[src/rtl/sram_controller_wakeup_sequencer_if.sv]
// Bank request/status bundle between the power-management master and the
// multi-bank SRAM wakeup sequencer.
interface sram_controller_wakeup_sequencer_if #(
    parameter int NUM_BANKS = 4,
    parameter int CNT_W     = 4
);
    logic [NUM_BANKS-1:0] wake_req;     // per-bank level request
    logic [CNT_W-1:0]     wake_cycles;  // programmed wakeup length
    logic [NUM_BANKS-1:0] power_en;     // bank power-switch enables
    logic [NUM_BANKS-1:0] bank_ready;   // bank usable
    logic                 busy;         // some bank is waking
    logic [CNT_W-1:0]     wake_count;   // debug view of the shared counter

    modport master (
        output wake_req, wake_cycles,
        input  power_en, bank_ready, busy, wake_count
    );

    modport slave (
        input  wake_req, wake_cycles,
        output power_en, bank_ready, busy, wake_count
    );
endinterface

[src/rtl/sram_controller_wakeup_sequencer.sv]
// Multi-bank SRAM wakeup sequencer. Banks are powered up one at a time
// (round-robin arbitration) to bound inrush current; each wakeup runs for
// max(wake_cycles, MIN_WAKE_CYCLES) cycles before the bank is declared ready.
module sram_controller_wakeup_sequencer #(
    parameter int NUM_BANKS       = 4,
    parameter int CNT_W           = 4,
    parameter int MIN_WAKE_CYCLES = 4
) (
    input  logic                                clk,
    input  logic                                reset,
    sram_controller_wakeup_sequencer_if.slave   bus
);

    typedef enum logic [1:0] {
        BANK_OFF     = 2'd0,
        BANK_QUEUED  = 2'd1,
        BANK_WAKING  = 2'd2,
        BANK_READY   = 2'd3
    } bank_state_e;

    localparam int                IDX_W    = (NUM_BANKS > 1) ? $clog2(NUM_BANKS) : 1;
    localparam logic [CNT_W-1:0]  MIN_CNT  = CNT_W'(MIN_WAKE_CYCLES);
    localparam logic [IDX_W-1:0]  LAST_IDX = IDX_W'(NUM_BANKS - 1);

    bank_state_e          state_q [NUM_BANKS];
    bank_state_e          state_d [NUM_BANKS];
    logic [CNT_W-1:0]     cnt_q, cnt_d;
    logic [CNT_W-1:0]     target_q, target_d;
    logic [IDX_W-1:0]     last_grant_q, last_grant_d;

    logic [NUM_BANKS-1:0] waking_mask;
    logic [NUM_BANKS-1:0] ready_mask;
    logic                 any_waking;
    logic                 abort_waking;
    logic                 wake_done;
    logic [CNT_W-1:0]     wake_target;
    logic                 grant_valid;
    logic [IDX_W-1:0]     grant_idx;
    logic [IDX_W-1:0]     cand_idx;

    // Decode the per-bank states into waking/ready masks.
    always_comb begin
        // NOTE: every always_comb output gets a default first so no path leaves it unassigned (no latch).
        waking_mask = '0;
        ready_mask  = '0;
        for (int i = 0; i < NUM_BANKS; i++) begin
            waking_mask[i] = (state_q[i] == BANK_WAKING);
            ready_mask[i]  = (state_q[i] == BANK_READY);
        end
    end

    assign any_waking   = |waking_mask;
    // Only one bank can be waking, so any waking bank with its request low is an abort.
    assign abort_waking = |(waking_mask & ~bus.wake_req);
    assign wake_done    = any_waking && (cnt_q == (target_q - CNT_W'(1)));
    assign wake_target  = (bus.wake_cycles < MIN_CNT) ? MIN_CNT : bus.wake_cycles;

    // Round-robin search from last_grant+1; grants only when the slot is free.
    always_comb begin
        grant_valid = 1'b0;
        grant_idx   = last_grant_q;
        cand_idx    = '0;
        for (int k = 1; k <= NUM_BANKS; k++) begin
            cand_idx = IDX_W'((int'(last_grant_q) + k) % NUM_BANKS);
            if (!grant_valid && !any_waking && bus.wake_req[cand_idx] &&
                (state_q[cand_idx] == BANK_OFF || state_q[cand_idx] == BANK_QUEUED)) begin
                grant_valid = 1'b1;
                grant_idx   = cand_idx;
            end
        end
    end

    // Next-state logic for bank states, shared counter, target and pointer.
    always_comb begin
        cnt_d        = cnt_q;
        target_d     = target_q;
        last_grant_d = last_grant_q;
        for (int i = 0; i < NUM_BANKS; i++) begin
            state_d[i] = state_q[i];
            if (!bus.wake_req[i]) begin
                state_d[i] = BANK_OFF;
            end else begin
                unique case (state_q[i])
                    BANK_OFF:    state_d[i] = (grant_valid && grant_idx == IDX_W'(i)) ?
                                              BANK_WAKING : BANK_QUEUED;
                    BANK_QUEUED: if (grant_valid && grant_idx == IDX_W'(i)) state_d[i] = BANK_WAKING;
                    BANK_WAKING: if (wake_done) state_d[i] = BANK_READY;
                    BANK_READY:  state_d[i] = BANK_READY;
                    default:     state_d[i] = BANK_OFF;
                endcase
            end
        end

        if (grant_valid) begin
            cnt_d        = '0;
            target_d     = wake_target;
            last_grant_d = grant_idx;
        end else if (any_waking) begin
            cnt_d = (abort_waking || wake_done) ? '0 : cnt_q + CNT_W'(1);
        end else begin
            cnt_d = '0;
        end
    end

    // State registers with synchronous reset; reset wins over every event.
    always_ff @(posedge clk) begin
        // NOTE: sequential state uses non-blocking assignments so all registers update from pre-edge values.
        if (reset) begin
            for (int i = 0; i < NUM_BANKS; i++) state_q[i] <= BANK_OFF;
            cnt_q        <= '0;
            target_q     <= '0;
            last_grant_q <= LAST_IDX;
        end else begin
            for (int i = 0; i < NUM_BANKS; i++) state_q[i] <= state_d[i];
            cnt_q        <= cnt_d;
            target_q     <= target_d;
            last_grant_q <= last_grant_d;
        end
    end

    assign bus.power_en   = waking_mask | ready_mask;
    assign bus.bank_ready = ready_mask;
    assign bus.busy       = any_waking;
    assign bus.wake_count = cnt_q;

endmodule

[src/flat_wrapper.sv]
// flat-port wrapper written by rule: the top's interface ports become plain ports
module sram_controller_wakeup_sequencer_flat 
#(
    parameter int NUM_BANKS       = 4,
    parameter int CNT_W           = 4,
    parameter int MIN_WAKE_CYCLES = 4
)
  (clk, reset, bus_wake_req, bus_wake_cycles, bus_power_en, bus_bank_ready, bus_busy, bus_wake_count);
  sram_controller_wakeup_sequencer_if #(.NUM_BANKS(NUM_BANKS), .CNT_W(CNT_W)) bus_i ();
  input  logic clk;
  input  logic reset;
  input wire logic [$bits(bus_i.wake_req)-1:0] bus_wake_req;
  input wire logic [$bits(bus_i.wake_cycles)-1:0] bus_wake_cycles;
  output wire logic [$bits(bus_i.power_en)-1:0] bus_power_en;
  output wire logic [$bits(bus_i.bank_ready)-1:0] bus_bank_ready;
  output wire logic [$bits(bus_i.busy)-1:0] bus_busy;
  output wire logic [$bits(bus_i.wake_count)-1:0] bus_wake_count;
  assign bus_i.wake_req = bus_wake_req;
  assign bus_i.wake_cycles = bus_wake_cycles;
  assign bus_power_en = bus_i.power_en;
  assign bus_bank_ready = bus_i.bank_ready;
  assign bus_busy = bus_i.busy;
  assign bus_wake_count = bus_i.wake_count;
  sram_controller_wakeup_sequencer #(.NUM_BANKS(NUM_BANKS), .CNT_W(CNT_W), .MIN_WAKE_CYCLES(MIN_WAKE_CYCLES)) u_core (.clk(clk), .reset(reset), .bus(bus_i));
endmodule
[config.mk]
export PLATFORM = sky130hd
export DESIGN_NAME = sram_controller_wakeup_sequencer_flat
export DESIGN_NICKNAME = d
export VERILOG_FILES = /design/src/rtl/sram_controller_wakeup_sequencer_if.sv /design/src/rtl/sram_controller_wakeup_sequencer.sv /design/src/flat_wrapper.sv
export SDC_FILE = /design/constraint.sdc
export NUM_CORES = 1
export LEC_CHECK = 0
export CAP_MARGIN = 20
export CORE_MARGIN = 4
export CORE_UTILIZATION = 52
export CTS_CLUSTER_DIAMETER = 100
export DETAILED_ROUTE_END_ITERATION = 10
export HOLD_SLACK_MARGIN = 0.1
export PLACE_DENSITY = 0.79
export SYNTH_ARGS = -nofsm -noshare
export SYNTH_HDL_FRONTEND = slang
export SYNTH_SLANG_ARGS = --single-unit
[constraint.sdc]
create_clock -name clk -period 2.1 [get_ports clk]
set_input_delay 0.42 -clock clk [delete_from_list [all_inputs] [get_ports clk]]
set_output_delay 0.42 -clock clk [all_outputs]
set_load 0.02 [all_outputs]
# ---- After elaboration in Yosys (flattened, before gate mapping)
# Memory sizes are Yosys's and may differ from the RTL's.
# Index checks and enable logic that the tools add are counted.
# W data, S select, Z words.
dict set report classes {
  eq_ne 20
  n_mux 44
  addsub 6
  reduce_logical 37
  magnitude_cmp 5
  n_bitwise 8
}
# operator n
set ops {}
lappend ops {{$mux W2} 24}
lappend ops {{$pmux W2 S4} 4}
lappend ops {{$eq A2 B2 Y1 const B} 10}
lappend ops {{$eq A2 B1 Y1 const B} 9}
lappend ops {{$logic_not A2 Y1} 9}
lappend ops {{$logic_and A1 B1 Y1} 16}
lappend ops {{$lt A2 B3 Y1 const B} 4}
lappend ops {{$reduce_or A4 Y1} 3}
lappend ops {{$mux W1} 11}
lappend ops {{$bmux W1 S2} 4}
lappend ops {{$logic_or A1 B1 Y1} 5}
lappend ops {{$add A2 B1 Y2 const B} 2}
lappend ops {{$add A2 B2 Y2 const B} 2}
lappend ops {{$add A4 B1 Y4 const B} 1}
lappend ops {{$and A4 B4 Y4} 1}
lappend ops {{$eq A4 B4 Y1} 1}
lappend ops {{$logic_not A1 Y1} 4}
lappend ops {{$lt A4 B3 Y1 const B} 1}
lappend ops {{$mux W4} 1}
lappend ops {{$not A4 Y4} 1}
lappend ops {{$or A1 B1 Y1} 4}
lappend ops {{$or A4 B4 Y4} 1}
lappend ops {{$sub A4 B1 Y4 const B} 1}
lappend ops {{$not A1 Y1} 1}
dict set report totals {
  ff_bits 10
  ramBits 8
  n_memories 1
}
# memory words width read_ports rd_ports_with_merged_regs wr line
set mem_list {}
lappend mem_list {u_core.state_q 4 2 8 0 4 sram_controller_wakeup_sequencer.sv:25} ;# bank_state_e state_q [NUM_BANKS];

# ---- Longest topological paths before layout
dict set report depth {
  depth_word 27
  ltp_mapped 7
}

# ---- Worst setup path after synthesis
# No wires, ideal clock.
dict set report synth_timing {
  path_kind {register -> register}
  start {register u_core.last_grant_q[1]}
  end {register u_core.target_q[2]}
  t_arrival_ns 1.553
  setup_time_ns 0.136
  required_ns 1.964
  slack_ns 0.411
  path_stages_with_launch 6
  n_path_buf 1
  path_cell_list {dfxtp_1 -> buf_2 -> inv_1 -> mux4_2 -> a21oi_1 -> a311oi_2}
}
dict set report synth_between {
  elab_chain_len 21
  word_cells_on_any_way 43
}
# item line
set synth_lines {}
lappend synth_lines {{from (decl)} sram_controller_wakeup_sequencer.sv:29} ;# logic [IDX_W-1:0] last_grant_q, last_grant_d;
lappend synth_lines {{from (signal assigned)} sram_controller_wakeup_sequencer.sv:117} ;# last_grant_q <= last_grant_d;
lappend synth_lines {{$add A2 B1 Y2} sram_controller_wakeup_sequencer.sv:64} ;# cand_idx = IDX_W'((int'(last_grant_q) + k) % NUM_BANKS);
lappend synth_lines {{$mem_v2 Z4 W2 or $bmux W1 S2 (tied branches)} -}
lappend synth_lines {{$eq A2 B1 Y1, or another cell as far along} sram_controller_wakeup_sequencer.sv:66} ;# (state_q[cand_idx] == BANK_OFF || state_q[cand_idx] == BANK_QUEUED)) begin
lappend synth_lines {{$logic_or A1 B1 Y1 or $logic_and A1 B1 Y1 (tied branches)} {sram_controller_wakeup_sequencer.sv:66, sram_controller_wakeup_sequencer.sv:65}}
lappend synth_lines {{$logic_and A1 B1 Y1} sram_controller_wakeup_sequencer.sv:65} ;# if (!grant_valid && !any_waking && bus.wake_req[cand_idx] &&
lappend synth_lines {{$mux W1} sram_controller_wakeup_sequencer.sv:65}
lappend synth_lines {{$logic_not A1 Y1} sram_controller_wakeup_sequencer.sv:65}
lappend synth_lines {{$logic_and A1 B1 Y1 (3 in a row)} sram_controller_wakeup_sequencer.sv:65}
lappend synth_lines {{$mux W1} sram_controller_wakeup_sequencer.sv:65}
lappend synth_lines {{$logic_not A1 Y1} sram_controller_wakeup_sequencer.sv:65}
lappend synth_lines {{$logic_and A1 B1 Y1 (3 in a row)} sram_controller_wakeup_sequencer.sv:65}
lappend synth_lines {{$mux W1} sram_controller_wakeup_sequencer.sv:65}
lappend synth_lines {{$logic_not A1 Y1} sram_controller_wakeup_sequencer.sv:65}
lappend synth_lines {{$logic_and A1 B1 Y1 (3 in a row)} sram_controller_wakeup_sequencer.sv:65}
lappend synth_lines {{$mux W1 *} sram_controller_wakeup_sequencer.sv:65}
lappend synth_lines {{to (signal assigned)} sram_controller_wakeup_sequencer.sv:116} ;# target_q <= target_d;
lappend synth_lines {{to (decl)} sram_controller_wakeup_sequencer.sv:28} ;# logic [CNT_W-1:0] target_q, target_d;
# Every way passes the cells marked *; elsewhere a longest branch is shown, timed or not. The select of a mux whose other input is x is not followed.
# A chain may end at the register's enable or synchronous reset.

# ---- Worst setup path in the final report
# Ends and elaborated chain as after synthesis.

==> results.toml <==
[run_status]
status = "finished, final reports clean"

[placement]
dpl_worst_slack_ns = -0.1751
dpl.cell_count = 214
port_buffers = 22
hpwl_microns = 2514
gp_congestion = 0.8846

[cts]
clock_latency_ns = 0.30
cts_buffer_depth = 2
root_buffer = "clkbuf_4"
cts_max_level = 1
cts_tree = "yes"
clk_pin_slew_worst_paths_ns = 0.12
cts_sinks = 20
cts-buffers-inserted = 3

[cells_and_area]
layout.cells.non_filler = 218
area_growth_pct = 27.18
fill_cells = 196
layout.nets = 201
layout-drive-gt1-share_pct = 16.49
diodes = 0

[detailed_routing]
drtIter0Drc = 39
wire_per_inst_microns = 14.55
drc = 0
vias_per_cell = 5.789
vias = 1262
postRouteAntennaNets = 0
dr.pass1.iters = 4
wirelength_microns = 3171

[yosys]
yosysSeqAreaShare_pct = 29.68
syn_avg_cell_area_sq_um = 8.591
synth.area.top_cells = "dfxtp_1 30%, nand2b_1 5.6%, o31a_1 3.9%, xnor2_1 3.9%, mux4_2 3.3%"
async_reset_ff_share_pct = 0
synth_seq_cells = 20
syn-instance-count = 157
synth_ff_type = "dfxtp_1"
synth_edf_count = 0
synth_area_sq_um = 1349
synth_area_leader_cell = "dfxtp_1"
synth_common_cells = "20 x dfxtp_1, 12 x nand2b_1, 10 x inv_1, 10 x nor2_1, 8 x nand3_1"
synth_top_area_share_pct = 29.68
synth_cell_types = 47
yosys_warnings = 0
yosysMostFrequentCell = "dfxtp_1"
synthesis.nets = 169

[critical_path]
slowest_stage = "dfxtp_1"
critical_path.startpoint_type = "flip-flop"
critPathCaptureType = "flip-flop"
rrSetupSlack_ns = 0.12
path_max_fanout = 10
path_cells = "inv_1, mux4_2, a21oi_1, a311oi_2"
cp_slowest_stage_delay_ns = 0.56
crit_required_ns = 2.28
cp.arrival_ns = 2.16
setup.worst_path.class = "reg2reg"

[grt]
grt_pass1_wl_microns = 5437
grt_pass1_vias = 1218
grt_max_degree = 19
gr-usage-all-layers_pct = 20.01
antenna_found_initial = 0
grt_overflow = 0

[sta]
slew_viol_final = 0
max_freq_mhz = 505.2
relSlewSlack_pct = 63.19
finalSetupViolCount = 0
hold_slack_ns = 0.4955
finalCriticalPeriod_ns = 1.979
setup_ws_ns = 0.1206
tightest_slew_ns = 0.5505
timing.final.crit_share_pct = 94.25
hold_violations = 0
rsz0062_at_grt = "no"
clock_skew_ns = 0.01439

[die]
die_h_microns = 58.93
io_pins = 23
core_sq_um = 2477
fp.dieArea_sq_um = 3473
num_rows = 18
start_util_pct = 54.44
die_w_microns = 58.93

[power]
leakagePower_nw = 0.6835
powerDensity_nw_per_um2 = 1153
max-vdd-ir-drop_uv = 827.8

[job]
cap_violations = 0

[min_path]
hold_path.class = "reg2reg"
==> final timing paths <==
kind	start	endpoint	cells past startpoint
worst min-delay path	u_core.target_q[3]$_SDFFE_PP0P_	u_core.target_q[3]$_SDFFE_PP0P_	2
worst max register to register	u_core.last_grant_q[1]$_SDFFE_PP1P_	u_core.target_q[2]$_SDFFE_PP0P_	4
worst min register to register	u_core.target_q[3]$_SDFFE_PP0P_	u_core.target_q[3]$_SDFFE_PP0P_	2
worst max-delay path	u_core.last_grant_q[1]$_SDFFE_PP1P_	u_core.target_q[2]$_SDFFE_PP0P_	4
==> per-layer routing <==
layer / routed length, microns / global-route usage, % / up-vias / share of wire (%)
li1: - / - / 628 / -
met1: 1454 / 25.88 / 584 / 46
met2: 1497 / 32.65 / 40 / 47
met3: 152 / 5.044 / 10 / 4.8
met4: 67 / 6.149 / 0 / 2.1
met5: 0 / 0 / - / 0
==> stage by stage <==
stage	power, mW	util, %	setup TNS, ns	area (sq um)
after global placement	1.637	67.12	-1.488	1663
after CTS	1.977	69.24	0	1715
after floorplan	1.382	-	0	1349
final	1.977	69.24	0	1715
after global routing	2.120	69.24	0	1715
after detailed placement	1.667	67.12	-1.733	1663
==> final cells by class <==
type | count | area, sq um | share of cell area (%)
clock inverter | 1 | 30.03 | 1.751
tap | 30 | 37.54 | 2.188
multi-input combinational | 115 | 843.3 | 49.16
clock buffer | 3 | 22.52 | 1.313
timing repair buffer | 38 | 339.1 | 19.77
sequential | 20 | 401.6 | 23.41
inverter | 11 | 41.29 | 2.407
==> layout by cell type (no fill, tap or decap), types with 3 or more instances in the layout <==
cell type,netlist,layout
xor2_1,3,3
dfxtp_1,20,19
xnor2_1,6,6
inv_1,10,10
a21oi_1,4,4
o31a_1,6,6
clkdlybuf4s50_1,0,21
a31oi_1,5,5
nor3_1,4,4
clkbuf_4,0,3
buf_4,1,16
mux2i_1,3,3
o31ai_1,5,5
and2_1,5,5
nand3_1,8,8
nor2_1,10,10
nand2_1,4,4
nand2b_1,12,12
nand3b_1,4,4
==> logic make-up after synthesis <==
logic type | Yosys count | share of synthesized area [%]
xor+xnor | 9 | 5.844
simple gates | 59 | 26.16
flops | 20 | 29.68
buf+inv | 22 | 7.792
fa+ha+maj | 2 | 1.855
mux | 6 | 6.401
compound gates | 39 | 22.27
==> report_power, final <==
group / internal [mW] / switching [mW] / leakage [nW]
sequential: 0.481 / 0.126 / 0.165
combinational: 0.488 / 0.572 / 0.490
clock: 0.193 / 0.118 / 0.0279
==> worst max-delay path: cells and delay by family (launching register included) <==
kind | cells | cell delay (ns)
flops | 1 | 0.56
buf+inv | 1 | 0.25
mux | 1 | 0.50
compound gates | 2 | 0.54
==> flip-flops by register name (all words and copies together) (netlist names), named ones only <==
signal	count
u_core.bus.wake_count	4
u_core.state_q	8
u_core.target_q	4
u_core.last_grant_q	2
==> what timing repair did <==
| action | in CTS | in global routing |
|---|---|---|
| hold buffers | 0 | 0 |
| pin swaps | 0 | 2 |
| endpoints found under the setup margin | 1 | 2 |
| buffers inserted | 0 | 0 |
| gates resized for setup | 2 | 0 |
(Power assumes the default switching activity.)
